[config.mk]
export PLATFORM = sky130hd
export DESIGN_NAME = dg_tri_bus_keeper
export DESIGN_NICKNAME = d
export VERILOG_FILES = /design/src/rtl/dg_tri_pkg.sv /design/src/rtl/dg_tri_resolve.sv /design/src/rtl/dg_tri_bus_keeper.sv
export SDC_FILE = /design/constraint.sdc
export NUM_CORES = 1
export LEC_CHECK = 0
export BUFFER_PORTS_ARGS = -buffer_cell sky130_fd_sc_hd__buf_2
export CORE_ASPECT_RATIO = 0.6
export CORE_MARGIN = 2
export CORE_UTILIZATION = 47
export CTS_CLUSTER_SIZE = 30
export DETAILED_ROUTE_END_ITERATION = 10
export PLACE_DENSITY = 0.72
export SLEW_MARGIN = 40
export SYNTH_ARGS = -nofsm -noshare
export SYNTH_HDL_FRONTEND = slang
export SYNTH_SLANG_ARGS = --single-unit
export TNS_END_PERCENT = 5
[constraint.sdc]
create_clock -name clk -period 1.4 [get_ports clk]
set_input_delay 0.14 -clock clk [delete_from_list [all_inputs] [get_ports clk]]
set_output_delay 0.14 -clock clk [all_outputs]
set_load 0.02 [all_outputs]
[src/rtl/dg_tri_pkg.sv]
// -----------------------------------------------------------------------------
// dg_tri_pkg
// Shared types for the tri-state bus keeper:
//   - keeper FSM state encoding (DRIVEN, HELD, DECAYED, CONTENTION)
//   - per-cycle driver classification codes (FLOAT, DRIVE, CONFLICT)
//   - a helper that turns the reduced driver summary into a class code
// No ports; imported by dg_tri_resolve and dg_tri_bus_keeper.
// -----------------------------------------------------------------------------
package dg_tri_pkg;

  // Encodings are visible on the 'state' output, so they are fixed here.
  typedef enum logic [1:0] {
    DRIVEN     = 2'd0,
    HELD       = 2'd1,
    DECAYED    = 2'd2,
    CONTENTION = 2'd3
  } keeper_state_e;

  typedef enum logic [1:0] {
    FLOAT    = 2'd0,
    DRIVE    = 2'd1,
    CONFLICT = 2'd2
  } drv_class_e;

  // any_one / any_zero: some enabled driver pushes a 1 / a 0 onto the net.
  function automatic drv_class_e classify(input logic any_en,
                                          input logic any_one,
                                          input logic any_zero);
    drv_class_e cls;
    if (!any_en) begin
      cls = FLOAT;
    end else if (any_one && any_zero) begin
      cls = CONFLICT;
    end else begin
      cls = DRIVE;
    end
    return cls;
  endfunction

endpackage

[src/rtl/dg_tri_resolve.sv]
// -----------------------------------------------------------------------------
// dg_tri_resolve
// Purely combinational resolution of N_DRV decomposed tri-state drivers onto
// one net.
// Ports:
//   drv_en    in  N_DRV  per-driver output enable (1 = driving)
//   drv_val   in  N_DRV  per-driver value, ignored where drv_en is 0
//   drv_class out 2      FLOAT / DRIVE / CONFLICT for this cycle
//   res_val   out 1      agreed value of the enabled drivers (valid on DRIVE)
// -----------------------------------------------------------------------------
module dg_tri_resolve
  import dg_tri_pkg::*;
#(
  parameter int N_DRV = 3
) (
  input  logic [N_DRV-1:0] drv_en,
  input  logic [N_DRV-1:0] drv_val,
  output drv_class_e       drv_class,
  output logic             res_val
);

  logic any_en;
  logic any_one;
  logic any_zero;

  // Masking with drv_en makes disabled drivers invisible, whatever their value.
  // With a single driver any_one and any_zero are mutually exclusive, so
  // CONFLICT can never be produced.
  assign any_en   = |drv_en;
  assign any_one  = |(drv_en & drv_val);
  assign any_zero = |(drv_en & ~drv_val);

  assign drv_class = classify(any_en, any_one, any_zero);
  assign res_val   = any_one;

endmodule

[src/rtl/dg_tri_bus_keeper.sv]
// -----------------------------------------------------------------------------
// dg_tri_bus_keeper
// Bus-hold keeper for one shared net fed by N_DRV tri-state cells. Produces a
// clean registered level, holds the last driven value while the net floats,
// declares it decayed after FLOAT_LIMIT floating cycles, and tracks driver
// contention and output toggles.
// Ports:
//   clk            in  1      rising-edge clock
//   rst            in  1      synchronous active-high reset
//   drv_en         in  N_DRV  per-driver output enable
//   drv_val        in  N_DRV  per-driver value
//   clr_err        in  1      clears contention flag and contention_cnt
//   y              out 1      resolved / kept net value
//   y_valid        out 1      y is driven or still within its hold window
//   state          out 2      keeper FSM state
//   float_timeout  out 1      one-cycle pulse on HELD -> DECAYED
//   contention     out 1      sticky contention flag
//   contention_cnt out CNT_W  saturating contention-cycle count
//   toggle_cnt     out CNT_W  wrapping count of y value changes
// All outputs are registered: one cycle from inputs to outputs.
// -----------------------------------------------------------------------------
module dg_tri_bus_keeper
  import dg_tri_pkg::*;
#(
  parameter int   N_DRV       = 3,
  parameter int   FLOAT_LIMIT = 8,
  parameter int   CNT_W       = 8,
  parameter logic RESET_VAL   = 1'b0
) (
  input  logic             clk,
  input  logic             rst,
  input  logic [N_DRV-1:0] drv_en,
  input  logic [N_DRV-1:0] drv_val,
  input  logic             clr_err,
  output logic             y,
  output logic             y_valid,
  output logic [1:0]       state,
  output logic             float_timeout,
  output logic             contention,
  output logic [CNT_W-1:0] contention_cnt,
  output logic [CNT_W-1:0] toggle_cnt
);

  // The float counter only needs to reach FLOAT_LIMIT.
  localparam int              FC_W     = $clog2(FLOAT_LIMIT + 1);
  localparam logic [FC_W-1:0] FC_LIMIT = FC_W'(FLOAT_LIMIT);
  localparam logic [CNT_W-1:0] CNT_MAX = '1;

  // ---------------------------------------------------------------------------
  // Input classification
  // ---------------------------------------------------------------------------
  drv_class_e drv_class;
  logic       res_val;

  dg_tri_resolve #(
    .N_DRV (N_DRV)
  ) u_resolve (
    .drv_en    (drv_en),
    .drv_val   (drv_val),
    .drv_class (drv_class),
    .res_val   (res_val)
  );

  // ---------------------------------------------------------------------------
  // State
  // ---------------------------------------------------------------------------
  keeper_state_e    state_q,          state_d;
  logic             y_q,              y_d;
  logic             y_valid_q,        y_valid_d;
  logic [FC_W-1:0]  float_cnt_q,      float_cnt_d;
  logic             float_timeout_q,  float_timeout_d;
  logic             contention_q,     contention_d;
  logic [CNT_W-1:0] contention_cnt_q, contention_cnt_d;
  logic [CNT_W-1:0] toggle_cnt_q,     toggle_cnt_d;

  // ---------------------------------------------------------------------------
  // Keeper FSM: next state, kept value, validity and float counter
  // ---------------------------------------------------------------------------
  always_comb begin
    // NOTE: every signal gets a default before the case so that no path leaves
    // it unassigned; an unassigned path in always_comb infers a latch.
    state_d         = state_q;
    y_d             = y_q;
    y_valid_d       = y_valid_q;
    float_cnt_d     = float_cnt_q;
    float_timeout_d = 1'b0;

    case (drv_class)
      DRIVE: begin
        state_d     = DRIVEN;
        y_d         = res_val;
        y_valid_d   = 1'b1;
        float_cnt_d = '0;
      end

      CONFLICT: begin
        // The net level is undefined; y keeps its old value but is not valid.
        state_d     = CONTENTION;
        y_valid_d   = 1'b0;
        float_cnt_d = '0;
      end

      default: begin // FLOAT
        case (state_q)
          DRIVEN: begin
            // First floating cycle counts as 1.
            state_d     = HELD;
            float_cnt_d = FC_W'(1);
          end

          HELD: begin
            // Counter already covers FLOAT_LIMIT floating cycles, so this one
            // (FLOAT_LIMIT+1) is where the held charge is considered gone.
            if (float_cnt_q == FC_LIMIT) begin
              state_d         = DECAYED;
              y_valid_d       = 1'b0;
              float_cnt_d     = '0;
              float_timeout_d = 1'b1;
            end else begin
              float_cnt_d = float_cnt_q + FC_W'(1);
            end
          end

          CONTENTION: begin
            // Nothing meaningful was being held, so no timeout pulse.
            state_d     = DECAYED;
            y_valid_d   = 1'b0;
            float_cnt_d = '0;
          end

          default: begin // DECAYED: stay, y keeps its stale value
            state_d     = DECAYED;
            y_valid_d   = 1'b0;
          end
        endcase
      end
    endcase
  end

  // ---------------------------------------------------------------------------
  // Statistics: contention flag/count and toggle count
  // ---------------------------------------------------------------------------
  always_comb begin
    contention_d     = contention_q;
    contention_cnt_d = contention_cnt_q;
    toggle_cnt_d     = toggle_cnt_q;

    // A conflict in the same cycle as the clear is counted after the clear.
    if (clr_err) begin
      contention_d     = 1'b0;
      contention_cnt_d = '0;
    end

    if (drv_class == CONFLICT) begin
      contention_d = 1'b1;
      if (contention_cnt_d != CNT_MAX) begin
        contention_cnt_d = contention_cnt_d + CNT_W'(1);
      end
    end

    // Wraps naturally at 2^CNT_W.
    if (y_d != y_q) begin
      toggle_cnt_d = toggle_cnt_q + CNT_W'(1);
    end
  end

  // ---------------------------------------------------------------------------
  // Registers
  // ---------------------------------------------------------------------------
  always_ff @(posedge clk) begin
    // NOTE: non-blocking assignments here so every flop samples the values
    // from before this edge, independent of statement order.
    if (rst) begin
      state_q          <= DECAYED;
      y_q              <= RESET_VAL;
      y_valid_q        <= 1'b0;
      float_cnt_q      <= '0;
      float_timeout_q  <= 1'b0;
      contention_q     <= 1'b0;
      contention_cnt_q <= '0;
      toggle_cnt_q     <= '0;
    end else begin
      state_q          <= state_d;
      y_q              <= y_d;
      y_valid_q        <= y_valid_d;
      float_cnt_q      <= float_cnt_d;
      float_timeout_q  <= float_timeout_d;
      contention_q     <= contention_d;
      contention_cnt_q <= contention_cnt_d;
      toggle_cnt_q     <= toggle_cnt_d;
    end
  end

  // ---------------------------------------------------------------------------
  // Outputs
  // ---------------------------------------------------------------------------
  assign y              = y_q;
  assign y_valid        = y_valid_q;
  assign state          = state_q;
  assign float_timeout  = float_timeout_q;
  assign contention     = contention_q;
  assign contention_cnt = contention_cnt_q;
  assign toggle_cnt     = toggle_cnt_q;

endmodule

==> impl_metrics.yaml <==
run_status:
  status: "finished with violations"
  violations: "negative setup slack"
worst_setup_path:
  ff2ff_path_depth: 6
  crit_type: "reg2reg"
  reg2reg_slack_ns: -0.09
  cp.arrival_ns: 1.70
  end_kind: "flip-flop"
  crit_path_cell_trace: "nor2b_4, ha_4, nand4_1, o21ai_4, or3_1, a21oi_1"
  cp-start-kind: "flip-flop"
  crit_fanout: 8
  worstReg2RegEnd: "contention_cnt[4]$_SDFF_PP0_"
  r2r_start: "contention_cnt[0]$_SDFF_PP0_"
  cp.required_ns: 1.60
  max_stage_delay_ns: 0.37
  critPathSlowestCell: "or3_1"
floorplanning:
  fp.dieH_um: 44.7
  die_area_um2: 3210
  io_pins: 31
  core_um2: 2560
  rows: 14
  start_util: 0.507
  die_w_um: 71.8
layout:
  final_common_cell: "buf_2"
  multi_input_area_um2: 786
  final_cell_mix: "buf_2 (30), dfxtp_1 (22), buf_4 (18)"
  layout-drive-gt1-share: 0.338
  fillCellCount: 214
  regArea_um2: 531
  fin_area_um2: 1740
  n_antenna_cell: 0
  fin_cells: 233
  syn_to_final_growth_pct: 34.2
  fin_nets: 215
timing:
  fmax_mhz: 670
  rsz0062_at_grt: "yes"
  fin_setup_tns_ns: -0.256
  clock_skew_ns: 0.00729
  hold_viol: 0
  max_slew.worst_pin.slew_ns: 0.382
  worst_slew_margin_rel: 0.745
  final-max-slew-violation-count: 0
  finalWorstSetupSlack_ns: -0.0917
  setup_viol: 6
  min_period_over_period: 1.07
  min_period_ns: 1.49
placement:
  placed_area_um2: 1650
  port-buffer-count: 30
  place_congestion: 0.901
  hpwl_mm: 2.37
  dp_cells: 227
  dpl_worst_slack_ns: -0.250
pwr:
  peakVddDrop_uv: 804
  power_density_nw_per_um2: 887
  p_leak_nw: 0.758
  finalPower_mw: 1.55
detailed_routing:
  drt_iter0_markers: 71
  drc: 0
  drt_pass1_iterations: 4
  wl_mm: 3.15
  viasPerCell: 5.45
  ant_nets: 0
  wl_per_cell_um: 13.5
  vias: 1270
yosys:
  async_flop_share: 0
  ys.warnings.count: 0
  synth-seq-cells: 26
  yosysUniqueCellTypes: 39
  syn_avg_cell_area_um2: 8.65
  synth_fp_nets: 163
  synth_flop_cell: "dfxtp_1"
  netlist_area_um2: 1300
  syn-instance-count: 150
  synth-edff-count: 0
  ys_seq_area_frac: 0.401
clock_network:
  root_buffer: "clkbuf_8"
  htreeDepth: 1
  numCtsBuffers: 3
  clk_latency_ns: 0.27
  tritoncts: "yes"
  cts.sinks: 26
  clkTransAtPathRegs_ns: 0.09
  holdBufCountCts: 0
  cts_buffer_depth: 2
grt:
  antenna_found_initial: 0
  track_usage: 0.204
  gr-total-overflow: 0
  grt_max_degree: 18
  grt_pass1_wl_mm: 4.98
  grt_pass1_vias: 1086
worst_hold_path:
  whs_endpoint: "state[1]$_SDFFE_PP1P_"
  hold_class: "in2reg"
  min_delay_path_depth: 3
  hp-start: "rst"
job:
  max_cap_viol_count: 0
-- cell usage after synthesis, drive strengths merged (2+ instances only) --
| library cell | count | area, um2 |
|---|---|---|
| or3 | 4 | 25.0 |
| or4 | 2 | 15.0 |
| and4b | 2 | 20.0 |
| xor2 | 4 | 35.0 |
| o31ai | 2 | 15.0 |
| nand2 | 7 | 26.3 |
| o21a | 6 | 45.0 |
| xnor2 | 2 | 17.5 |
| inv | 6 | 22.5 |
| and3 | 3 | 18.8 |
| ha | 4 | 50.1 |
| clkbuf | 2 | 7.51 |
| nand3 | 7 | 35.0 |
| o21ai | 6 | 33.8 |
| mux2i | 2 | 20.0 |
| a211oi | 3 | 22.5 |
| nor2 | 16 | 60.1 |
| a21oi | 10 | 50.1 |
| nand4 | 2 | 12.5 |
| nor2b | 11 | 71.3 |
| o2111ai | 2 | 17.5 |
| and3b | 3 | 26.3 |
| nor3 | 5 | 25.0 |
| dfxtp | 26 | 521 |
-- repair_timing --
action	CTS	global route
pin swaps	2	6
buffers inserted	1	1
endpoints found under the setup margin	6	16
gates resized for setup	3	6
-- final cells by class --
| type | count | area share |
|---|---|---|
| multi-input combinational | 115 | 0.451 |
| sequential | 26 | 0.305 |
| clock buffer | 4 | 0.0316 |
| tap | 32 | 0.0230 |
| inverter | 6 | 0.0129 |
| timing repair buffer | 50 | 0.177 |
-- cell families after synthesis --
logic type / Yosys count / synth area share
simple gates: 66 / 0.278
compound gates: 37 / 0.198
flops: 26 / 0.401
buf+inv: 9 / 0.0289
xor+xnor: 6 / 0.0405
fa+ha+maj: 4 / 0.0386
mux: 2 / 0.0154
-- metal layers --
metal / up-vias / GRT usage / share of wire
met5: - / 0 / 0
met3: 6 / 0.0536 / 0.054
met4: 0 / 0.0453 / 0.013
met2: 36 / 0.307 / 0.41
met1: 579 / 0.297 / 0.52
li1: 649 / - / -
-- critical path: cells and delay by family (launching register included) --
family	cells	cell delay, ns
fa+ha+maj	1	0.17
compound gates	2	0.27
flops	1	0.35
simple gates	3	0.64
-- registers in the layout, indices dropped and copies added, names as in the netlist --
signal	cells
contention	1
contention_cnt	8
toggle_cnt	8
float_cnt_q	4
float_timeout	1
state	2
y	1
y_valid	1
-- worst max path at each step --
stage / startpoint / cells past startpoint / to
2_1_floorplan: contention_cnt[0]$_SDFF_PP0_ / 6 / contention_cnt[4]$_SDFF_PP0_
3_3_place_gp: drv_en[0] / 6 / toggle_cnt[5]$_SDFFE_PP0P_
3_5_place_dp: drv_en[0] / 6 / toggle_cnt[5]$_SDFFE_PP0P_
4_1_cts: contention_cnt[0]$_SDFF_PP0_ / 6 / contention_cnt[4]$_SDFF_PP0_
5_1_grt: contention_cnt[0]$_SDFF_PP0_ / 6 / contention_cnt[4]$_SDFF_PP0_
6_report: contention_cnt[0]$_SDFF_PP0_ / 6 / contention_cnt[4]$_SDFF_PP0_
-- metrics by stage --
stage | hold WS [ns] | utilization
after floorplan | 0.334 | -
after global placement | 0.452 | 0.643
after detailed placement | 0.457 | 0.643
after CTS | 0.168 | 0.672
after global routing | 0.201 | 0.681
final | 0.173 | 0.681
-- where the power goes --
| part | switching, mW | internal, mW |
|---|---|---|
| registers | 0.0290 | 0.765 |
| clock network | 0.234 | 0.252 |
| logic | 0.149 | 0.116 |
| total | 0.413 | 1.13 |
(Power assumes the default switching activity.)
